--- config.mk ---
export PLATFORM = sky130hd
export DESIGN_NAME = alu_operand_stage_flat
export DESIGN_NICKNAME = d
export VERILOG_FILES = /design/src/rtl/alu_operand_stage_if.sv /design/src/rtl/alu_operand_stage.sv /design/src/flat_wrapper.sv
export SDC_FILE = /design/constraint.sdc
export NUM_CORES = 1
export LEC_CHECK = 0
export ABC_AREA = 0
export CAP_MARGIN = 10
export CORE_ASPECT_RATIO = 0.75
export CORE_MARGIN = 5
export CORE_UTILIZATION = 36
export CTS_BUF_LIST = sky130_fd_sc_hd__clkbuf_8
export DETAILED_ROUTE_END_ITERATION = 7
export PLACE_DENSITY = 0.9
export RECOVER_POWER = 25
export SYNTH_ARGS = -nofsm -noshare
export SYNTH_HDL_FRONTEND = slang
export SYNTH_SLANG_ARGS = --single-unit
--- constraint.sdc ---
create_clock -name clk -period 2.46 [get_ports clk]
set_input_delay 0.492 -clock clk [delete_from_list [all_inputs] [get_ports clk]]
set_output_delay 0.492 -clock clk [all_outputs]
set_load 0.01 [all_outputs]
--- src/rtl/alu_operand_stage_if.sv ---
// alu_operand_stage_if: request, forwarding and registered-operand bundle for alu_operand_stage.
interface alu_operand_stage_if #(
    parameter int WIDTH   = 32,
    parameter int NUM_SRC = 4,
    parameter int NUM_FWD = 2,
    parameter int REG_AW  = 5,
    parameter int CNT_W   = 16,
    parameter int SEL_W   = NUM_SRC > 1 ? $clog2(NUM_SRC) : 1
);
    logic                       in_valid;
    logic                       in_ready;
    logic [SEL_W-1:0]           sel;
    logic [NUM_SRC*WIDTH-1:0]   src;
    logic [REG_AW-1:0]          rs_addr;
    logic [NUM_FWD-1:0]         fwd_valid;
    logic [NUM_FWD-1:0]         fwd_busy;
    logic [NUM_FWD*REG_AW-1:0]  fwd_addr;
    logic [NUM_FWD*WIDTH-1:0]   fwd_data;
    logic                       out_valid;
    logic                       out_ready;
    logic [WIDTH-1:0]           out_data;
    logic                       out_fwd;
    logic [CNT_W-1:0]           stall_cnt;

    modport master (
        output in_valid, sel, src, rs_addr, fwd_valid, fwd_busy, fwd_addr, fwd_data, out_ready,
        input  in_ready, out_valid, out_data, out_fwd, stall_cnt
    );
    modport slave (
        input  in_valid, sel, src, rs_addr, fwd_valid, fwd_busy, fwd_addr, fwd_data, out_ready,
        output in_ready, out_valid, out_data, out_fwd, stall_cnt
    );
endinterface

--- src/rtl/alu_operand_stage.sv ---
// alu_operand_stage: registered operand-B select with forwarding, load-use stall and stall counter.
// ALU_OPERAND_SKID_EN adds a second (skid) entry so in_ready no longer depends on out_ready.
module alu_operand_stage #(
    parameter int WIDTH   = 32,
    parameter int NUM_SRC = 4,
    parameter int NUM_FWD = 2,
    parameter int REG_AW  = 5,
    parameter int CNT_W   = 16
) (
    input logic clk,
    input logic reset,
    alu_operand_stage_if.slave bus
);
    localparam int SEL_W = NUM_SRC > 1 ? $clog2(NUM_SRC) : 1;
    localparam logic [SEL_W:0] N_SRC = (SEL_W+1)'(NUM_SRC);

    logic [WIDTH-1:0] src_a [NUM_SRC];
    logic [SEL_W-1:0] eff_sel;
    logic             hit, busy, use_fwd, hazard, fwd, accept;
    logic [WIDTH-1:0] fwd_d, operand;

    genvar k;
    generate
        for (k = 0; k < NUM_SRC; k++) begin : g_src
            assign src_a[k] = bus.src[k*WIDTH +: WIDTH];
        end
    endgenerate

    assign eff_sel = {1'b0, bus.sel} < N_SRC ? bus.sel : '0;

    // Scan oldest to youngest so the youngest (lowest index) match is left standing.
    always_comb begin
        hit   = 1'b0;
        busy  = 1'b0;
        fwd_d = '0;
        for (int i = NUM_FWD - 1; i >= 0; i--) begin
            if ((bus.fwd_valid[i] || bus.fwd_busy[i]) && bus.fwd_addr[i*REG_AW +: REG_AW] == bus.rs_addr) begin
                hit   = 1'b1;
                busy  = bus.fwd_busy[i];
                fwd_d = bus.fwd_data[i*WIDTH +: WIDTH];
            end
        end
    end

    assign use_fwd = eff_sel == '0 && bus.rs_addr != '0;
    assign hazard  = use_fwd && hit && busy;
    assign fwd     = use_fwd && hit && !busy;
    assign operand = fwd ? fwd_d : src_a[eff_sel];
    assign accept  = bus.in_valid && bus.in_ready;

`ifdef ALU_OPERAND_SKID_EN
    logic             skid_valid, skid_fwd;
    logic [WIDTH-1:0] skid_data;

    assign bus.in_ready = !hazard && !skid_valid;

    // An accept is only possible with the skid entry empty, so draining never races a skid fill.
    always_ff @(posedge clk) begin
        if (!reset) begin
            bus.out_valid <= 1'b0;
            bus.out_data  <= '0;
            bus.out_fwd   <= 1'b0;
            skid_valid    <= 1'b0;
            skid_data     <= '0;
            skid_fwd      <= 1'b0;
        end else if (bus.out_valid && !bus.out_ready) begin
            if (accept) begin
                skid_valid <= 1'b1;
                skid_data  <= operand;
                skid_fwd   <= fwd;
            end
        end else begin
            bus.out_valid <= skid_valid || accept;
            skid_valid    <= 1'b0;
            if (skid_valid) begin
                bus.out_data <= skid_data;
                bus.out_fwd  <= skid_fwd;
            end else if (accept) begin
                bus.out_data <= operand;
                bus.out_fwd  <= fwd;
            end
        end
    end
`else
    assign bus.in_ready = !hazard && (!bus.out_valid || bus.out_ready);

    always_ff @(posedge clk) begin
        if (!reset) begin
            bus.out_valid <= 1'b0;
            bus.out_data  <= '0;
            bus.out_fwd   <= 1'b0;
        end else if (accept) begin
            bus.out_valid <= 1'b1;
            bus.out_data  <= operand;
            bus.out_fwd   <= fwd;
        end else if (bus.out_ready) begin
            bus.out_valid <= 1'b0;
        end
    end
`endif

    always_ff @(posedge clk) begin
        if (!reset)
            bus.stall_cnt <= '0;
        else if (bus.in_valid && hazard && bus.stall_cnt != '1)
            bus.stall_cnt <= bus.stall_cnt + 1'b1;
    end
endmodule

--- src/flat_wrapper.sv ---
// flat-port wrapper written by rule: the top's interface ports become plain ports
module alu_operand_stage_flat 
#(
    parameter int WIDTH   = 32,
    parameter int NUM_SRC = 4,
    parameter int NUM_FWD = 2,
    parameter int REG_AW  = 5,
    parameter int CNT_W   = 16
)
  (clk, reset, bus_in_valid, bus_sel, bus_src, bus_rs_addr, bus_fwd_valid, bus_fwd_busy, bus_fwd_addr, bus_fwd_data, bus_out_ready, bus_in_ready, bus_out_valid, bus_out_data, bus_out_fwd, bus_stall_cnt);
  alu_operand_stage_if #(.WIDTH(WIDTH), .NUM_SRC(NUM_SRC), .NUM_FWD(NUM_FWD), .REG_AW(REG_AW), .CNT_W(CNT_W)) bus_i ();
  input logic clk;
  input logic reset;
  input wire logic [$bits(bus_i.in_valid)-1:0] bus_in_valid;
  input wire logic [$bits(bus_i.sel)-1:0] bus_sel;
  input wire logic [$bits(bus_i.src)-1:0] bus_src;
  input wire logic [$bits(bus_i.rs_addr)-1:0] bus_rs_addr;
  input wire logic [$bits(bus_i.fwd_valid)-1:0] bus_fwd_valid;
  input wire logic [$bits(bus_i.fwd_busy)-1:0] bus_fwd_busy;
  input wire logic [$bits(bus_i.fwd_addr)-1:0] bus_fwd_addr;
  input wire logic [$bits(bus_i.fwd_data)-1:0] bus_fwd_data;
  input wire logic [$bits(bus_i.out_ready)-1:0] bus_out_ready;
  output wire logic [$bits(bus_i.in_ready)-1:0] bus_in_ready;
  output wire logic [$bits(bus_i.out_valid)-1:0] bus_out_valid;
  output wire logic [$bits(bus_i.out_data)-1:0] bus_out_data;
  output wire logic [$bits(bus_i.out_fwd)-1:0] bus_out_fwd;
  output wire logic [$bits(bus_i.stall_cnt)-1:0] bus_stall_cnt;
  assign bus_i.in_valid = bus_in_valid;
  assign bus_i.sel = bus_sel;
  assign bus_i.src = bus_src;
  assign bus_i.rs_addr = bus_rs_addr;
  assign bus_i.fwd_valid = bus_fwd_valid;
  assign bus_i.fwd_busy = bus_fwd_busy;
  assign bus_i.fwd_addr = bus_fwd_addr;
  assign bus_i.fwd_data = bus_fwd_data;
  assign bus_i.out_ready = bus_out_ready;
  assign bus_in_ready = bus_i.in_ready;
  assign bus_out_valid = bus_i.out_valid;
  assign bus_out_data = bus_i.out_data;
  assign bus_out_fwd = bus_i.out_fwd;
  assign bus_stall_cnt = bus_i.stall_cnt;
  alu_operand_stage #(.WIDTH(WIDTH), .NUM_SRC(NUM_SRC), .NUM_FWD(NUM_FWD), .REG_AW(REG_AW), .CNT_W(CNT_W)) u_core (.clk(clk), .reset(reset), .bus(bus_i));
endmodule
==> results.yml, run 1 <==
run_status:
  status: "complete, no violations"
logic_synthesis:
  syn_inst: 398
  syn_avg_cell_area_um2: 9.236
  syn_area_um2: 3676
  synth.top_cells.by_area: "dfxtp_1, mux4_2, nand3_1"
  synthFlopType: "dfxtp_1"
  yosysMostFrequentCell: "nand3_1"
  synthSimpleGateAreaFrac_pct: 26.92
  yosysWarnings: 0
  yosysUniqueCellTypes: 41
  ys_async_sr_fraction_pct: 0
  synth_top_family_by_area: "simple AND/OR/NAND/NOR gates"
  synth_edf_count: 0
  synth-seq-area-share_pct: 27.23
  yosysTopAreaCellShare_pct: 27.23
  synth_fa_ha_area_share_pct: 0.3404
  synth-xor-area-share_pct: 2.383
  yosys.area.top_type: "dfxtp_1"
  synthesis.nets: 616
  synth-seq-cells: 50
  synthMuxAreaShare_pct: 20.15
  synth-compound-area-share_pct: 17.12
  ys_top_cells_by_count: "nand3_1, dfxtp_1, nand2_1, a32o_1, mux4_2"
min_path:
  min_path_type: "reg -> reg"
drt:
  via_count: 4426
  drc: 0
  viasPerCell: 5.526
  drtAntennaViolNets: 0
  wl_per_cell_um: 20.13
  drtIter0Drc: 271
  dr.pass1.iters: 5
  wl_mm: 16.13
finish:
  fillers: 781
  finish.utilization_pct: 67.28
  final_cells: 801
  area_delta_synth_final_pct: 85.40
  drive_gt1_share_pct: 14.74
  nNetsFinal: 882
  final_area_um2: 6815
  diodes: 0
setup_path:
  crit_type: "in -> out"
  cp_max_fo: 3
  crit_path_max_incr_delay_ns: 0.56
  worstSetupEndpointType: "output pin"
  slowest_stage: "or4_4"
  cp.arrival_ns: 1.89
  cp-start-kind: "input pin"
  crit_buf_inv: 3
  worstPathCellList: "clkdlybuf4s15_2 -> or4_4 -> o21ai_2 -> inv_1 -> o221ai_4 -> and2_4 -> buf_6"
  cp_data_required_time_ns: 1.97
  cpLargestDelayFamily: "simple AND/OR/NAND/NOR gates"
sta:
  finalClockSkew_ns: 0.01105
  drv_slew: 0
  worst_pin_slew_ns: 0.5702
  relSlewSlack_pct: 61.90
  min_period_over_period_pct: 96.91
  setup_slack_ns: 0.07610
  finalSetupViolCount: 0
  fmax_ghz: 0.4195
  hold_viol: 0
  rsz0062_at_grt: "no"
  min_period_ns: 2.384
power:
  power.share.clock_pct: 25.9
  irDropWorstVdd_mv: 0.2360
  combPwrFrac_pct: 35.9
  p_switching_w: 0.0005923
  power_density_nw_per_um2: 337.5
  power.internal_w: 0.001708
  pwr-share-seq_pct: 38.2
  switching_share_pct: 25.75
  finalPower_w: 0.002300
  cellLeakagePower_nw: 2.398
floorplanning:
  io-pin-count: 268
  die_height_um: 97.51
  rows: 32
  core_um2: 10130
  fp.dieArea_um2: 12350
  initial_utilization_pct: 36.29
  die_width_um: 126.7
placed_design:
  place_hpwl_mm: 12.85
  io_buffers: 267
  placed_cell_area_um2: 6570
  routabilityCongestion: 0.9341
  dpl_worst_slack_ns: -0.7823
  dp_cells: 788
grt:
  grt-ovfl-total: 0
  grt_max_degree: 36
  track_usage_pct: 24.94
  antenna_found_initial: 0
  first_global_vias: 4699
  grt_pass1_wl_mm: 24.79
clocking:
  ctsLongestPathBuffers: 2
  hold_buffers: 0
  clock_latency_ns: 0.30
  path_clk_slew_ns: 0.09
  cts.sinks: 50
  root_buffer: "clkbuf_8"
  cts_made_buffers: 5
  htreeDepth: 2
  cts_tree: "yes"
run:
  maxCapViolCount: 0
state kept, by name (all words and copies together), names as in the netlist:
register and flops:
u_core.bus.stall_cnt 16, u_core.bus.out_valid 1, u_core.bus.out_data 32, u_core.bus.out_fwd 1
routing by layer:
layer	share of wire, %	vias up	GRT usage, %
met5	0	-	0
met4	3.5	0	8.986
met3	9.1	48	6.593
met2	50	242	43.25
met1	37	2074	29.57
li1	-	2062	-
stage by stage:
step	TNS, ns	hold WS, ns
2_1_floorplan	0	0.4945
3_3_place_gp	-25.34	0.4477
3_5_place_dp	-31.18	0.4555
4_1_cts	0	0.4777
5_1_grt	0	0.4881
6_report	0	0.4766
power by group through the flow:
| stage | combinational (W) | clock [W] | sequential [W] |
|---|---|---|---|
| global route | 0.000876 | 0.000641 | 0.000883 |
| detailed placement | 0.000814 | 0 | 0.000898 |
| global placement | 0.000792 | 0 | 0.000895 |
| floorplan | 0.000272 | 0 | 0.000914 |
| finish | 0.000826 | 0.000596 | 0.000878 |
| CTS | 0.000836 | 0.000605 | 0.000879 |
cell type report:
class / instances / area [µm²] / area share [%]
Clock inverter: 3 / 45.04 / 0.6609
Tap cell: 136 / 170.2 / 2.497
Timing Repair Buffer: 296 / 2955 / 43.36
Sequential cell: 50 / 1001 / 14.69
Clock buffer: 5 / 68.82 / 1.010
Inverter: 4 / 15.01 / 0.2203
Multi-Input combinational cell: 307 / 2560 / 37.56
repair_timing:
action / 4_1_cts / 5_1_grt
pin swaps: 11 / 11
gates resized for setup: 35 / 17
buffers inserted: 4 / 1
setup endpoints to repair: 42 / 16
cloned: 1 / 0
cell usage in the layout (no fill, tap or decap), drive strengths merged, types with 3 or more instances in the layout:
cell	n
clkbuf	7
dfxtp	50
nand2	46
clkdlybuf4s15	5
o21ai	10
nand2b	3
or3	8
or2	33
inv	4
dlygate4sd3	25
mux4	32
or4	5
o31ai	6
a21oi	16
nand4	3
dlymetal6s2s	3
a32o	32
clkdlybuf4s50	224
xor2	10
nand3	70
and4	3
nor2	4
and3	4
buf	33
o211a	3
nor3	4
dlygate4sd2	4
final timing paths:
check | from | to | slack [ns] | cells past startpoint
max | bus_rs_addr[1] | bus_in_ready | 0.08 | 7
min | u_core.bus.out_data[10] | u_core.bus.out_data[10] | 0.48 | 1
max reg2reg | u_core.bus.stall_cnt[12] | u_core.bus.stall_cnt[15] | 0.44 | 6
min reg2reg | u_core.bus.out_data[10] | u_core.bus.out_data[10] | 0.48 | 1
cells by family (layout without fill, tap and decap cells):
family,count (synthesis),count (layout)
muxes,34,34
DFF,50,50
AOI/OAI and AO/OA,74,75
adders and majority gates,1,1
and+or+nand+nor,187,187
buffers and inverters,42,308
xor gates and xnor gates,10,10
(Power assumes the default switching activity.)
==> run 2: changes to the inputs <==
- CTS_CLUSTER_SIZE: not set -> 16
- SLEW_MARGIN: not set -> 20
==> results of run 2 <==
No change in the layout: final DEF, timing and power equal those of run 1.
==> run 3: changes to the inputs <==
- SLEW_MARGIN: 20 -> 10
==> results of run 3 <==
No change in the layout: final DEF, timing and power equal those of run 1.
